===== config.mk =====
export PLATFORM = sky130hd
export DESIGN_NAME = uart_fifo
export DESIGN_NICKNAME = d
export VERILOG_FILES = /design/src/rtl/uart_fifo.sv
export SDC_FILE = /design/constraint.sdc
export NUM_CORES = 1
export LEC_CHECK = 0
export ABC_AREA = 1
export BUFFER_PORTS_ARGS = -buffer_cell sky130_fd_sc_hd__buf_4
export CORE_MARGIN = 4
export CORE_UTILIZATION = 50
export CTS_BUF_LIST = sky130_fd_sc_hd__clkbuf_8
export DETAILED_ROUTE_END_ITERATION = 7
export PLACE_DENSITY = 0.76
export SLEW_MARGIN = 20
export SYNTH_ARGS = -nofsm -noshare
export SYNTH_HDL_FRONTEND = slang
export SYNTH_SLANG_ARGS = --single-unit

===== constraint.sdc =====
create_clock -name clk -period 5.75 [get_ports clk]
set_input_delay 0.8625 -clock clk [delete_from_list [all_inputs] [get_ports clk]]
set_output_delay 0.8625 -clock clk [all_outputs]
set_load 0.02 [all_outputs]

===== src/rtl/uart_fifo.sv =====
// uart_fifo: TX and RX byte FIFOs between the CPU I/O port and an unbuffered UART.
// The TX side drains one byte into the UART whenever it reports ready.
// The RX side unloads every received byte at once. A byte that arrives while
// the RX FIFO is full is dropped and sets the sticky overrun flag.
//
// Handshake semantics, both directions:
//   TX: uart_ready acts as the consumer's ready and ~tx_empty as our valid.
//       uart_wr = valid & ready, and the byte on uart_din is transferred on
//       that edge. The UART drops ready after each accepted byte.
//   RX: uart_full acts as the producer's valid and we are always ready.
//       uart_rd echoes uart_full, so the byte on uart_dout is consumed on
//       every edge where uart_full is high, whether it is stored or dropped.
//   Host: tx_wr is accepted only when ~tx_full. rx_rd is accepted only
//       when ~rx_empty. Strobes that are not accepted have no effect.
module uart_fifo #(
  parameter int TXLOG2 = 4,
  parameter int RXLOG2 = 4
) (
  input  logic              clk,
  input  logic              rst,
  input  logic              tx_wr,
  input  logic [7:0]        tx_data,
  output logic              tx_full,
  output logic [TXLOG2:0]   tx_count,
  input  logic              rx_rd,
  output logic [7:0]        rx_data,
  output logic              rx_empty,
  output logic [RXLOG2:0]   rx_count,
  output logic              overrun,
  input  logic              overrun_clr,
  input  logic              uart_ready,
  output logic              uart_wr,
  output logic [7:0]        uart_din,
  input  logic              uart_full,
  output logic              uart_rd,
  input  logic [7:0]        uart_dout
);

  localparam int TX_DEPTH = 1 << TXLOG2;
  localparam int RX_DEPTH = 1 << RXLOG2;
  localparam logic [TXLOG2:0] TX_FULL_CNT = (TXLOG2+1)'(TX_DEPTH);
  localparam logic [RXLOG2:0] RX_FULL_CNT = (RXLOG2+1)'(RX_DEPTH);

  // Storage (not reset)
  logic [7:0] tx_mem_q [TX_DEPTH];
  logic [7:0] rx_mem_q [RX_DEPTH];

  // Pointers and occupancy
  logic [TXLOG2-1:0] tx_wptr_q, tx_wptr_d, tx_rptr_q, tx_rptr_d;
  logic [TXLOG2:0]   tx_count_q, tx_count_d;
  logic [RXLOG2-1:0] rx_wptr_q, rx_wptr_d, rx_rptr_q, rx_rptr_d;
  logic [RXLOG2:0]   rx_count_q, rx_count_d;
  logic              overrun_q, overrun_d;

  // Qualified strobes
  logic tx_empty;
  logic rx_full;
  logic tx_push, tx_pop;
  logic rx_push, rx_pop, rx_drop;

  // Flags come from the registered counts, so they reflect the start of the cycle
  always_comb begin
    tx_full  = (tx_count_q == TX_FULL_CNT);
    tx_empty = (tx_count_q == '0);
    rx_full  = (rx_count_q == RX_FULL_CNT);
    rx_empty = (rx_count_q == '0);
    tx_push  = tx_wr & ~tx_full;
    tx_pop   = uart_ready & ~tx_empty;
    rx_push  = uart_full & ~rx_full;
    rx_drop  = uart_full & rx_full;
    rx_pop   = rx_rd & ~rx_empty;
  end

  // Output decode: UART strobes and head bytes, zeroed when the FIFO is empty
  always_comb begin
    uart_wr  = tx_pop;
    uart_rd  = uart_full;
    uart_din = tx_empty ? 8'h00 : tx_mem_q[tx_rptr_q];
    rx_data  = rx_empty ? 8'h00 : rx_mem_q[rx_rptr_q];
    tx_count = tx_count_q;
    rx_count = rx_count_q;
    overrun  = overrun_q;
  end

  // Next-state for pointers, counts and the sticky overrun flag
  always_comb begin
    tx_wptr_d  = tx_wptr_q;
    tx_rptr_d  = tx_rptr_q;
    tx_count_d = tx_count_q;
    rx_wptr_d  = rx_wptr_q;
    rx_rptr_d  = rx_rptr_q;
    rx_count_d = rx_count_q;
    overrun_d  = overrun_q;

    if (tx_push) tx_wptr_d = tx_wptr_q + TXLOG2'(1);
    if (tx_pop)  tx_rptr_d = tx_rptr_q + TXLOG2'(1);
    case ({tx_push, tx_pop})
      2'b10:   tx_count_d = tx_count_q + (TXLOG2+1)'(1);
      2'b01:   tx_count_d = tx_count_q - (TXLOG2+1)'(1);
      default: tx_count_d = tx_count_q;
    endcase

    if (rx_push) rx_wptr_d = rx_wptr_q + RXLOG2'(1);
    if (rx_pop)  rx_rptr_d = rx_rptr_q + RXLOG2'(1);
    case ({rx_push, rx_pop})
      2'b10:   rx_count_d = rx_count_q + (RXLOG2+1)'(1);
      2'b01:   rx_count_d = rx_count_q - (RXLOG2+1)'(1);
      default: rx_count_d = rx_count_q;
    endcase

    // A dropped byte wins over a clear arriving in the same cycle
    if (rx_drop)          overrun_d = 1'b1;
    else if (overrun_clr) overrun_d = 1'b0;
  end

  // State registers with synchronous reset
  always_ff @(posedge clk) begin
    if (rst) begin
      tx_wptr_q  <= '0;
      tx_rptr_q  <= '0;
      tx_count_q <= '0;
      rx_wptr_q  <= '0;
      rx_rptr_q  <= '0;
      rx_count_q <= '0;
      overrun_q  <= 1'b0;
    end else begin
      tx_wptr_q  <= tx_wptr_d;
      tx_rptr_q  <= tx_rptr_d;
      tx_count_q <= tx_count_d;
      rx_wptr_q  <= rx_wptr_d;
      rx_rptr_q  <= rx_rptr_d;
      rx_count_q <= rx_count_d;
      overrun_q  <= overrun_d;
    end
  end

  // TX storage write port
  always_ff @(posedge clk) begin
    if (tx_push) tx_mem_q[tx_wptr_q] <= tx_data;
  end

  // RX storage write port
  always_ff @(posedge clk) begin
    if (rx_push) rx_mem_q[rx_wptr_q] <= uart_dout;
  end

endmodule


Yosys cells after proc, flatten, opt, wreduce, memory -nomap -nowiden:

Memories as Yosys holds them, arrays and structs flattened. A register that Yosys moved wholly into a read port is not among the register bits.
Index checks and enable logic that the tools add are counted.

* flip-flop bits (word level): 27
* bits in latches: 0
* RAM bits: 256
* ROM bits: 0
* word-level logic and storage cells: 51
* memories kept: 2

Memory list
* rx_mem_q: words 16, width 8, rd ports 1, clocked after memory_dff 1, write ports 1, line 46 `logic [7:0] rx_mem_q [RX_DEPTH];`
* tx_mem_q: words 16, width 8, rd ports 1, clocked after memory_dff 1, write ports 1, line 45 `logic [7:0] tx_mem_q [TX_DEPTH];`

* add/sub/neg operators: 8
* multiply operators: 0
* divide/modulo/power cells: 0
* magnitude comparators: 0
* equality and inequality tests: 6
* shifts and indexed selects: 0
* muxes and demuxes: 14
* bitwise logic cells: 9
* reduce and logical (&&, ||, !) cells: 5

Operator list (count)
* case mux 5 bit (2 select lines): 2
* adder 4 x 1 -> 4 bit (second input constant): 4
* two-way mux 4 bit: 4
* two-way mux 8 bit: 2
* adder 5 x 1 -> 5 bit (second input constant): 2
* == test 5 bit (second input constant): 2
* zero test 5 bit: 2
* subtractor 5 x 1 -> 5 bit (second input constant): 2
* two-way mux 1 bit: 6
* nonzero test 2 bit: 3
* AND 1 bit: 5
* == test 2 x 1 -> 1 bit (second input constant): 2
* == test 2 bit (second input constant): 2
* NOT 1 bit: 4

Logic depth before layout (Yosys ltp):

* word-level depth: 5
* depth in mapped cells: 15
* gate-level depth less buffers: 15

Least setup slack after synthesis:

No wires, ideal clock.

* path type: register to output
* from: register rx_count_q[1], in the netlist rx_count[1]
* to: output port rx_data[0]
* arrival: 1.427 ns
* slack: 3.460 ns
* stages on the path, launching flop included: 5
* cell sequence: dfxtp_1 > nor2_2 > nand3_2 > clkinv_1 > a21oi_1

* cells in the longest elaborated chain, start to end: 2

RTL lines
* start, declared: line 52 `logic [RXLOG2:0] rx_count_q, rx_count_d;`
* start signal, assigned: line 132 `rx_count_q <= rx_count_d;`
* zero test 5 bit: line 66 `rx_empty = (rx_count_q == '0);`
* net rx_empty: line 27 `output logic rx_empty,`
* two-way mux 8 bit: line 79 `rx_data = rx_empty ? 8'h00 : rx_mem_q[rx_rptr_q];`
* end, declared: line 26 `output logic [7:0] rx_data,`

The timed path passes the listed nets, and every way through them passes these cells.

==> flow_metrics.tcl <==
set metrics [dict create \
    status "completed" \
    ys_seq_area_share_pct 70.6 \
    crit_path_max_fanout 65 \
    crit_required_ps 4890 \
    grt_pass1_wl_um 40700 \
    final_cells 1391 \
    nNetsFinal 1072 \
    core_area_um2 23400 \
    grt_antenna_before_repair 0 \
    portBuffers 53 \
    synth_area_leaders "edfxtp_1 (65%), nor2_1 (6.6%), dfxtp_1 (5.9%)" \
    post_cts_buffers 0 \
    cts_root_buf "clkbuf_8" \
    min_period_ps 3880 \
    max-vdd-ir-drop_mv 0.248 \
    crit_family "buffers and inverters" \
    max_stage_delay_ps 810 \
    critical_path_class "register to output pin" \
    die-area_um2 26300 \
    async_flop_share_pct 0 \
    fp-row-count 56 \
    synth_fp_nets 1017 \
    critPathCaptureType "output pin" \
    synth_cells 979 \
    cts_tree "built" \
    final_antenna_net_count 0 \
    timing.rr.end "tx_mem_q[3][4]" \
    post-route-util_pct 57.3 \
    firstDrtPassIters 5 \
    fp.dieW_um 162 \
    yosys_warnings 0 \
    die_h_um 162 \
    final_hold_viol_count 0 \
    n_antenna_cell 0 \
    crit_chain "buf_4 -> inv_2 -> o21ai_0 -> o221ai_1 -> nand3_1 -> a21oi_1 -> buf_4" \
    syn-cell-area_um2 11900 \
    postSynthAreaPerCell_um2 12.1 \
    whs_ps 488 \
    max_freq_mhz 258 \
    grt_max_degree 66 \
    tns_ps 0 \
    r2r_slack_ps 3420 \
    synth_top_area_share_pct 64.7 \
    holdPathStages 2 \
    synth_cell_types 30 \
    r2r_start "tx_count[1]" \
    place_congestion 0.881 \
    yosysTopAreaCell "edfxtp_1" \
    clk_pin_slew_ps 60 \
    viasPerCell 5.72 \
    grt.overflow.total 0 \
    grt_pass1_vias 7590 \
    reg2regPathDepth 6 \
    skew_ps 19.2 \
    insertion_delay_ps 560 \
    wl_um 26000 \
    drc 0 \
    hp-class "register to register" \
    synth-edff-count 256 \
    maxCapViolCount 0 \
    post_drt_wl_per_cell_um 18.7 \
    max_slew_margin_pct 31.2 \
    worstMarginPinSlew_ps 1030 \
    arrival_ps 3010 \
    clockBufferDepth 3 \
    crit_slowest_cell "inv_2" \
    dp.cells 1305 \
    grt_usage_pct 19.6 \
    ctsResizeCount 0 \
    drive_gt1_share_pct 13.7 \
    path_buf_inv 3 \
    drtIter0Drc 1061 \
    slew_violations 0 \
    rsz0062_at_grt "false" \
    worstSetupStartpointType "register" \
    path_depth 7 \
    clock_sinks 291 \
    cts_buffers 46 \
    ys_seq_elements 291 \
    synth.most_common_cell "edfxtp_1" \
    hold_start "overrun" \
    dpl.hpwl_um 15200 \
    setup-violations-final 0 \
    synth_common_cells "edfxtp_1 (256), nor2_1 (209), o21ai_0 (131)" \
    p_per_area_nw_per_um2 447 \
    start_util_pct 50.7 \
    min_to "overrun" \
    io_pins 54 \
    h-tree-depth 2 \
    ys.flop_type "edfxtp_1" \
    timing.final.crit_share_pct 67.4 \
    synthToLayoutAreaGrowth_pct 12.9 \
    path_common_cell "buf_4" \
    num_vias 7954 \
    p_leak_uw 0.00469 \
    ctsHoldBuffers 0 \
]
power by group:
group	leakage [uW]	internal [uW]	switching [uW]	total, uW
logic	0.00158	568	1140	1710
registers	0.00260	2410	115	2530
clock network	0.000510	930	826	1760
total	0.00469	3910	2080	5990
flip-flops by register name, summed over array words and instances (netlist names), named ones only:
| name | count |
|---|---|
| rx_wptr_q | 4 |
| overrun | 1 |
| rx_mem_q | 128 |
| tx_rptr_q | 4 |
| tx_wptr_q | 4 |
| tx_mem_q | 128 |
| tx_count | 5 |
| rx_count | 5 |
| rx_rptr_q | 4 |
cells by family after synthesis:
kind of cell | count (synthesis) | synth area share [%]
and+or+nand+nor | 313 | 11.2
DFF | 291 | 70.6
AOI/OAI and AO/OA | 251 | 12.3
buffers and inverters | 99 | 3.53
adders and majority gates | 15 | 1.58
xor gates and xnor gates | 10 | 0.738
layer usage:
layer	track usage [%]	up-vias	routed length, um
met5	0	-	0
met4	6.81	0	604
met3	3.40	56	2240
met2	31.2	383	12300
met1	27.5	3817	10900
li1	-	3698	-
how the worst max path moves through the flow:
stage	end	slack, ps	from
floorplan	rx_data[0]	3460	rx_count[1]
global placement	uart_din[1]	2500	register
detailed placement	uart_din[1]	2480	register
CTS	uart_din[1]	1880	register
global route	uart_din[2]	1620	register
finish	uart_din[7]	1870	register
per-stage QoR:
step / power, uW / setup WS, ps / instance area [um^2]
floorplan: 3700 / 3460 / 11900
global placement: 4220 / 2500 / 12500
detailed placement: 4260 / 2480 / 12500
CTS: 6000 / 1880 / 13400
global route: 6310 / 1620 / 13400
finish: 5990 / 1870 / 13400
cell usage in the layout (no fill, tap or decap), types with 2 or more instances in the layout:
cell	n
edfxtp_1	256
nor2_1	209
o21ai_0	131
buf_4	57
inv_1	51
o221ai_1	48
clkbuf_8	48
nand3_1	40
nand2_1	38
a21oi_1	33
dfxtp_1	33
o21ai_1	20
o22ai_1	16
ha_1	15
clkinv_1	14
nand4_1	9
xor2_1	8
clkinv_2	6
nand3_2	5
nand2_2	5
inv_2	4
nand2_4	3
inv_4	3
bufinv_16	3
nor2_2	2
xnor2_1	2
a31o_2	2
dfxtp_2	2
clkinvlp_4	2
area by class of cell:
type	instances	area, um^2
clock buffers	48	661
clock inverters	38	274
fillers	1843	9990
inverters	49	191
multi-input cells	589	3070
flip-flops and latches	291	8390
well taps	319	399
repair buffers	57	428
worst reg2reg max path: cells and delay by family, from the launching register on:
kind	cells	cell delay, ps
flops	1	460
buf+inv	1	140
simple gates	5	1340
(Power assumes the default switching activity.)
